## src/rtl/multi_cycle_main_controller.sv

```systemverilog
// Main sequencing FSM for the multi-cycle RV32I-subset CPU.
// Moore outputs decode from the state register; imm_src decodes from the opcode alone.
module multi_cycle_main_controller (
  input  logic       clk,
  input  logic       rst_n,
  input  logic [6:0] op,
  input  logic [2:0] func3,
  input  logic       func7_5,
  output logic       PC_write,
  output logic       PC_write_cond,
  output logic       adr_src,
  output logic       mem_write,
  output logic       IR_write,
  output logic       reg_write,
  output logic [1:0] result_src,
  output logic [1:0] ALU_src_A,
  output logic [1:0] ALU_src_B,
  output logic [1:0] ALU_op,
  output logic [2:0] imm_src,
  output logic       halted
);

  localparam logic [6:0] OP_R    = 7'b0110011;
  localparam logic [6:0] OP_I    = 7'b0010011;
  localparam logic [6:0] OP_LW   = 7'b0000011;
  localparam logic [6:0] OP_SW   = 7'b0100011;
  localparam logic [6:0] OP_B    = 7'b1100011;
  localparam logic [6:0] OP_JAL  = 7'b1101111;
  localparam logic [6:0] OP_JALR = 7'b1100111;
  localparam logic [6:0] OP_LUI  = 7'b0110111;

  localparam logic [1:0] RES_ALUOUT = 2'b00;
  localparam logic [1:0] RES_MDR    = 2'b01;
  localparam logic [1:0] RES_ALU    = 2'b10;
  localparam logic [1:0] RES_IMM    = 2'b11;

  localparam logic [1:0] SRCA_PC    = 2'b00;
  localparam logic [1:0] SRCA_OLDPC = 2'b01;
  localparam logic [1:0] SRCA_REG   = 2'b10;

  localparam logic [1:0] SRCB_REG   = 2'b00;
  localparam logic [1:0] SRCB_IMM   = 2'b01;
  localparam logic [1:0] SRCB_FOUR  = 2'b10;

  localparam logic [1:0] ALU_ADD    = 2'b00;
  localparam logic [1:0] ALU_SUB    = 2'b01;
  localparam logic [1:0] ALU_FUNC   = 2'b10;

  typedef enum logic [3:0] {
    S_RESET,
    S_FETCH,
    S_DECODE,
    S_MEM_ADR,
    S_MEM_READ,
    S_MEM_WB,
    S_MEM_WRITE,
    S_EXEC_R,
    S_EXEC_I,
    S_ALU_WB,
    S_BRANCH,
    S_JAL,
    S_JALR_ADR,
    S_JALR_PC,
    S_LUI,
    S_HALT
  } state_t;

  state_t r_state;
  state_t w_next;

  // The ALU decoder consumes func3/func7_5; sequencing never depends on them.
  logic w_unused_func;
  assign w_unused_func = ^{func3, func7_5};

  always_ff @(posedge clk or negedge rst_n) begin
    if (!rst_n) r_state <= S_RESET;
    else        r_state <= w_next;
  end

  always_comb begin
    w_next        = r_state;
    PC_write      = 1'b0;
    PC_write_cond = 1'b0;
    adr_src       = 1'b0;
    mem_write     = 1'b0;
    IR_write      = 1'b0;
    reg_write     = 1'b0;
    result_src    = RES_ALUOUT;
    ALU_src_A     = SRCA_PC;
    ALU_src_B     = SRCB_REG;
    ALU_op        = ALU_ADD;
    halted        = 1'b0;

    case (r_state)
      S_RESET: begin
        w_next = S_FETCH;
      end

      S_FETCH: begin
        adr_src    = 1'b0;
        IR_write   = 1'b1;
        ALU_src_A  = SRCA_PC;
        ALU_src_B  = SRCB_FOUR;
        ALU_op     = ALU_ADD;
        result_src = RES_ALU;
        PC_write   = 1'b1;
        w_next     = S_DECODE;
      end

      // ALUOut captures old PC + imm here so branches and JAL have their target ready.
      S_DECODE: begin
        ALU_src_A = SRCA_OLDPC;
        ALU_src_B = SRCB_IMM;
        ALU_op    = ALU_ADD;
        case (op)
          OP_LW, OP_SW: w_next = S_MEM_ADR;
          OP_R:         w_next = S_EXEC_R;
          OP_I:         w_next = S_EXEC_I;
          OP_B:         w_next = S_BRANCH;
          OP_JAL:       w_next = S_JAL;
          OP_JALR:      w_next = S_JALR_ADR;
          OP_LUI:       w_next = S_LUI;
          default:      w_next = S_HALT;
        endcase
      end

      S_MEM_ADR: begin
        ALU_src_A = SRCA_REG;
        ALU_src_B = SRCB_IMM;
        ALU_op    = ALU_ADD;
        w_next    = (op == OP_LW) ? S_MEM_READ : S_MEM_WRITE;
      end

      S_MEM_READ: begin
        result_src = RES_ALUOUT;
        adr_src    = 1'b1;
        w_next     = S_MEM_WB;
      end

      S_MEM_WB: begin
        result_src = RES_MDR;
        reg_write  = 1'b1;
        w_next     = S_FETCH;
      end

      S_MEM_WRITE: begin
        result_src = RES_ALUOUT;
        adr_src    = 1'b1;
        mem_write  = 1'b1;
        w_next     = S_FETCH;
      end

      S_EXEC_R: begin
        ALU_src_A = SRCA_REG;
        ALU_src_B = SRCB_REG;
        ALU_op    = ALU_FUNC;
        w_next    = S_ALU_WB;
      end

      S_EXEC_I: begin
        ALU_src_A = SRCA_REG;
        ALU_src_B = SRCB_IMM;
        ALU_op    = ALU_FUNC;
        w_next    = S_ALU_WB;
      end

      S_ALU_WB: begin
        result_src = RES_ALUOUT;
        reg_write  = 1'b1;
        w_next     = S_FETCH;
      end

      // The branch-condition block qualifies the PC load; flags are never seen here.
      S_BRANCH: begin
        ALU_src_A     = SRCA_REG;
        ALU_src_B     = SRCB_REG;
        ALU_op        = ALU_SUB;
        result_src    = RES_ALUOUT;
        PC_write_cond = 1'b1;
        w_next        = S_FETCH;
      end

      S_JAL: begin
        ALU_src_A  = SRCA_OLDPC;
        ALU_src_B  = SRCB_FOUR;
        ALU_op     = ALU_ADD;
        result_src = RES_ALUOUT;
        PC_write   = 1'b1;
        w_next     = S_ALU_WB;
      end

      S_JALR_ADR: begin
        ALU_src_A = SRCA_REG;
        ALU_src_B = SRCB_IMM;
        ALU_op    = ALU_ADD;
        w_next    = S_JALR_PC;
      end

      // PC loads rs1 + imm from ALUOut while the ALU forms the link value old PC + 4.
      S_JALR_PC: begin
        result_src = RES_ALUOUT;
        PC_write   = 1'b1;
        ALU_src_A  = SRCA_OLDPC;
        ALU_src_B  = SRCB_FOUR;
        ALU_op     = ALU_ADD;
        w_next     = S_ALU_WB;
      end

      S_LUI: begin
        result_src = RES_IMM;
        reg_write  = 1'b1;
        w_next     = S_FETCH;
      end

      S_HALT: begin
        halted = 1'b1;
        w_next = S_HALT;
      end

      default: begin
        w_next = S_HALT;
      end
    endcase
  end

  always_comb begin
    imm_src = 3'b000;
    case (op)
      OP_I, OP_LW, OP_JALR: imm_src = 3'b000;
      OP_SW:                imm_src = 3'b001;
      OP_B:                 imm_src = 3'b010;
      OP_JAL:               imm_src = 3'b011;
      OP_LUI:               imm_src = 3'b100;
      default:              imm_src = 3'b000;
    endcase
  end

endmodule
```

## config.mk

```make
export PLATFORM = sky130hd
export DESIGN_NAME = multi_cycle_main_controller
export DESIGN_NICKNAME = d
export VERILOG_FILES = /design/src/rtl/multi_cycle_main_controller.sv
export SDC_FILE = /design/constraint.sdc
export NUM_CORES = 1
export LEC_CHECK = 0
export BUFFER_PORTS_ARGS = -buffer_cell sky130_fd_sc_hd__buf_2
export CORE_AREA = 3 3 40 42
export CTS_CLUSTER_SIZE = 16
export DETAILED_ROUTE_END_ITERATION = 8
export DIE_AREA = 0 0 43 45
export MAX_ROUTING_LAYER = met4
export PLACE_DENSITY = 0.76
export SLEW_MARGIN = 0
export SYNTH_ARGS = -nofsm -noshare
export SYNTH_HDL_FRONTEND = slang
export SYNTH_SLANG_ARGS = --single-unit
```

## constraint.sdc

```tcl
create_clock -name clk -period 2.4 [get_ports clk]
set_input_delay 0.12 -clock clk [delete_from_list [all_inputs] [get_ports clk]]
set_output_delay 0.12 -clock clk [all_outputs]
set_load 0.02 [all_outputs]
```

**Yosys cells after proc, flatten, opt, wreduce, memory -nomap -nowiden**

Index checks and enable logic that the tools add are counted.

- Register bits after elaboration: 4
- Input bits: 13
- Output and inout port bits: 18
- Logic and storage cells: 50

- Eq/ne operators: 23
- Multiplexer cells: 15
- Reduce and logical (&&, ||, !) cells: 11

Operators with widths:

| kind | number |
|---|---|
| == test 4 bit (second input constant) | 8 |
| one-hot mux 4 bit (8 select lines) | 1 |
| one-hot mux 4 bit (7 select lines) | 1 |
| == test 7 x 6 -> 1 bit (second input constant) | 3 |
| == test 7 bit (second input constant) | 3 |
| == test 4 x 3 -> 1 bit (second input constant) | 4 |
| one-hot mux 2 bit (2 select lines) | 3 |
| one-hot mux 3 bit (4 select lines) | 1 |
| OR reduction 3 bit | 3 |
| == test 4 x 2 -> 1 bit (second input constant) | 2 |
| OR reduction 4 bit | 2 |
| == test 7 x 2 -> 1 bit (second input constant) | 1 |
| == test 7 x 5 -> 1 bit (second input constant) | 1 |
| two-way mux 1 bit | 7 |
| one-hot mux 2 bit (3 select lines) | 1 |
| OR reduction 2 bit | 3 |
| OR reduction 6 bit | 1 |
| OR reduction 5 bit | 1 |
| == test 4 x 1 -> 1 bit (second input constant) | 1 |
| logical NOT 4 bit | 1 |
| two-way mux 2 bit | 1 |

**Depth between registers and ports, before layout**

- Depth after elaboration: 4
- Gate-level depth with buffers: 5
- Depth with buffers taken out: 4

**Worst setup path after synthesis**

OpenSTA, ideal clock, no wires.

- Kind: register to output
- Start point: reg r_state[1]
- End point: out result_src[1]
- Arrival: 1.486 ns
- Required time: 2.280 ns
- Setup slack: 0.794 ns
- Cell stages (with the launch flop): 6
- Buffers on the path: 1
- Cell sequence: dfrtp_1 -> buf_6 -> inv_1 -> nand2_1 -> nor3_1 -> o21bai_1

- Word-level cells in the longest chain between the ends: 2
- Elaborated cells between the ends (all ways): 4
- Those cells by class: eq/ne: 3; mux: 1

RTL lines:

| item | RTL line | text |
|---|---|---|
| start: declaration | 68 | `state_t r_state;` |
| start signal: assignment | 77 | `else r_state <= w_next;` |
| == test 4 bit, or another cell as far along | 94 | `case (r_state)` |
| one-hot mux 2 bit (3 select lines) (*) | 94 |  |
| end: declaration | 15 | `output logic [1:0] result_src,` |

Mark *: on every way between the ends. The rest lies on a longest branch, timed or not.

**Worst setup path after layout**

- Start point: reg r_state[3]
- End point: out ALU_src_B[1]

- Word-level cells in the longest chain between the ends: 3
- Elaborated cells between the ends (all ways): 10
- Those cells by class: eq/ne: 7; mux: 1; reduce/logical: 2

RTL lines:

| item | RTL line | text |
|---|---|---|
| == test 4 x 2 -> 1 bit, or another cell as far along | 94 |  |
| OR reduction 4 bit (no source line) or OR reduction 3 bit (tied branches) | n/a |  |
| one-hot mux 2 bit (2 select lines) (*) | 94 |  |
| end: declaration | 17 | `output logic [1:0] ALU_src_B,` |

Marked as above.

==> impl_metrics.yaml <==
run_status:
  outcome: "finished clean"
global_routing:
  grt_overflow: 0
  grt_pass1_wl_um: 2060
  grt_max_degree: 15
  grt_pass1_vias: 492
  gr-usage-all-layers_pct: 14.3
  antenna_found_initial: 0
floorplanning:
  die_w_um: 43
  pin_count: 31
  start_util_pct: 46.0
  rows: 13
  die_h_um: 45
  die_area_mm2: 0.00194
  core_mm2: 0.00128
pwr:
  sw_frac_of_total_pct: 54.2
  power.share.sequential_pct: 21.9
  p_leak_uw: 0.000331
  power_frac_comb_pct: 68.6
  p_int_uw: 388
  power_frac_clock_pct: 9.5
  p_switching_uw: 459
  power.density_mw_per_mm2: 1190
  peakVddDrop_uv: 343
min_path:
  hp-class: "in -> async"
yosys:
  ys_async_sr_fraction_pct: 100
  yosysMostFrequentCell: "nor2_1"
  syn_area_um2: 591
  synth_area_leader_cell: "dfrtp_1"
  ys.flop_type: "dfrtp_1"
  synth_commonest_cells: "nor2_1 (8), nand2_1 (7)"
  synth.distinct_cells: 36
  synth_nets: 91
  syn_avg_cell_area_um2: 7.57
  synth_top_cell_area_share_pct: 16.9
  ys_seq_elements: 4
  yosysSeqAreaShare_pct: 16.9
  synth-edff-count: 0
  synthCells: 78
  yosysWarningCount: 0
  ys_top_cells_by_area: "dfrtp_1 (17%), buf_6 (5.7%), nor2_1 (5.1%)"
detailed_routing:
  drc: 0
  vias: 628
  drt_iter0_drc: 5
  viasPerCell: 5.41
  wire_per_inst_um: 11.0
  antenna_left: 0
  drt_pass1_iterations: 4
  routed_wl_um: 1280
timing:
  setup_violations: 0
  min_period_ns: 1.67
  grt_setup_unrepaired: "false"
  max_slew.worst_pin.slew_ns: 0.390
  timing.setup.tns_ns: 0
  finalCritPeriodShare_pct: 69.4
  timing.fmax_ghz: 0.600
  setup_slack_ns: 0.734
  slew_viol_final: 0
  fin_skew_ns: 0.00455
  hold_viol_final: 0
  slew_headroom_pct: 73.3
worst_setup_path:
  arrival_ns: 1.55
  crit_family: "flip-flops"
  end_kind: "primary output"
  crit_fanout: 12
  critPathBufInv: 1
  worst_ep_required_time_ns: 2.28
  critical_path.slowest_cell: "dfrtp_1"
  max_stage_delay_ns: 0.52
  critPathLaunchType: "flop"
  worstSetupPathType: "reg -> out"
  setup.worst_path.start: "r_state[3]"
  worstPathCellList: "nand2b_1 -> and2_4 -> nand2_1 -> a21boi_0 -> buf_2"
  worstReg2RegStart: "r_state[3]"
cells_and_area:
  largest_register_ffs: 4
  stdcell_area_um2: 711
  multi_input_area_um2: 418
  antennaDiodeCount: 0
  drive_gt1_share_pct: 33.7
  top_register: "r_state"
  fin_nets: 116
  fill_cells: 129
  reg_top3: "r_state (4)"
  register_area_um2: 100
  final_util_pct: 55.3
  area_delta_synth_final_pct: 20.3
clock_network:
  hold_buffers: 1
  cts_resized: 0
  clockBufferDepth: 2
  cts_tree: "built"
  clockRootBuffer: "clkbuf_4"
  ctsHtreeMaxLevel: 1
  cts.sinks: 4
  clock_latency_ns: 0.23
  clk_pin_slew_ns: 0.04
  cts_buffers: 3
  cts_setup_buffers: 0
place:
  dpl_cell_area_um2: 678
  place_ws_ns: 0.977
  gp_congestion: 0.782
  hpwl_um: 1030
  port_buffers: 26
run:
  max_cap_violations: 0
[worst paths after layout]
| path | slack (ns) | cells after the start | end |
|---|---|---|---|
| max reg2reg | 1.07 | 4 | r_state[2] |
| min reg2reg | 0.75 | 2 | r_state[3] |
| max in group asynchronous | 2.07 | 2 | r_state[1] |
| max | 0.73 | 5 | ALU_src_B[1] |
| min in group clk | 0.28 | 4 | r_state[1] |
| min | 0.21 | 2 | r_state[3] |
[worst reg2reg max path, stage by stage (launching register included)]
cell and delay (ns):
dfrtp_1 0.52, or2b_1 0.30, and2_4 0.15, a2bb2oi_1 0.13, o22ai_1 0.10
[power groups by stage]
stage	Clock (uW)	Sequential, uW	Combinational, uW
after floorplan	0	127	518
after global placement	0	183	575
after detailed placement	0	185	583
after CTS	84.4	184	585
after global routing	94.0	195	633
final	80.6	185	581
[final cells by class]
type,instances,area share [%]
tap,15,2.64
timing repair buffer,27,19.7
multi-input combinational,64,58.8
sequential,4,14.1
inverter,3,1.58
clock buffer,3,3.17
[routing by layer]
layer	vias up	global-route usage, %	wire length (um)
li1	326	-	-
met5	-	-	0
met2	23	21.9	609
met3	2	2.39	87
met1	277	17.9	561
met4	0	8.43	21
[cells by family (layout without fill, tap and decap cells)]
family	Yosys count	after routing	synth area share [%]
AO/OA/AOI/OAI	22	22	24.8
XOR/XNOR	3	3	4.45
multiplexers	1	1	1.91
AND/OR/NAND/NOR	38	38	39.6
buffers and inverters	10	33	12.3
flip-flops	4	4	16.9
[cell usage in the layout, fill, tap and decap left out, types with 2 or more instances in the layout]
master,synthesis,routed
nor2_1,8,8
dfrtp_1,4,4
buf_2,1,26
o21bai_1,2,2
nor2b_1,4,4
a21oi_1,2,2
nand3_1,2,2
xnor2_1,2,2
o22ai_1,3,3
nand2b_1,4,4
nor4b_1,2,2
clkbuf_4,0,3
inv_1,3,3
a21boi_0,3,3
nand4b_1,2,2
nand2_1,7,7
o21ai_0,4,4
a31oi_1,2,2
[stage by stage]
step                      cells  hold slack [ns]  power [uW]
final                       116            0.215         846
after global routing        116            0.225         921
after global placement      112          -0.0766         757
after CTS                   116            0.210         854
after floorplan              78           -0.176         645
after detailed placement    112          -0.0747         768
No activity file was read; power rests on OpenSTA's default activity.
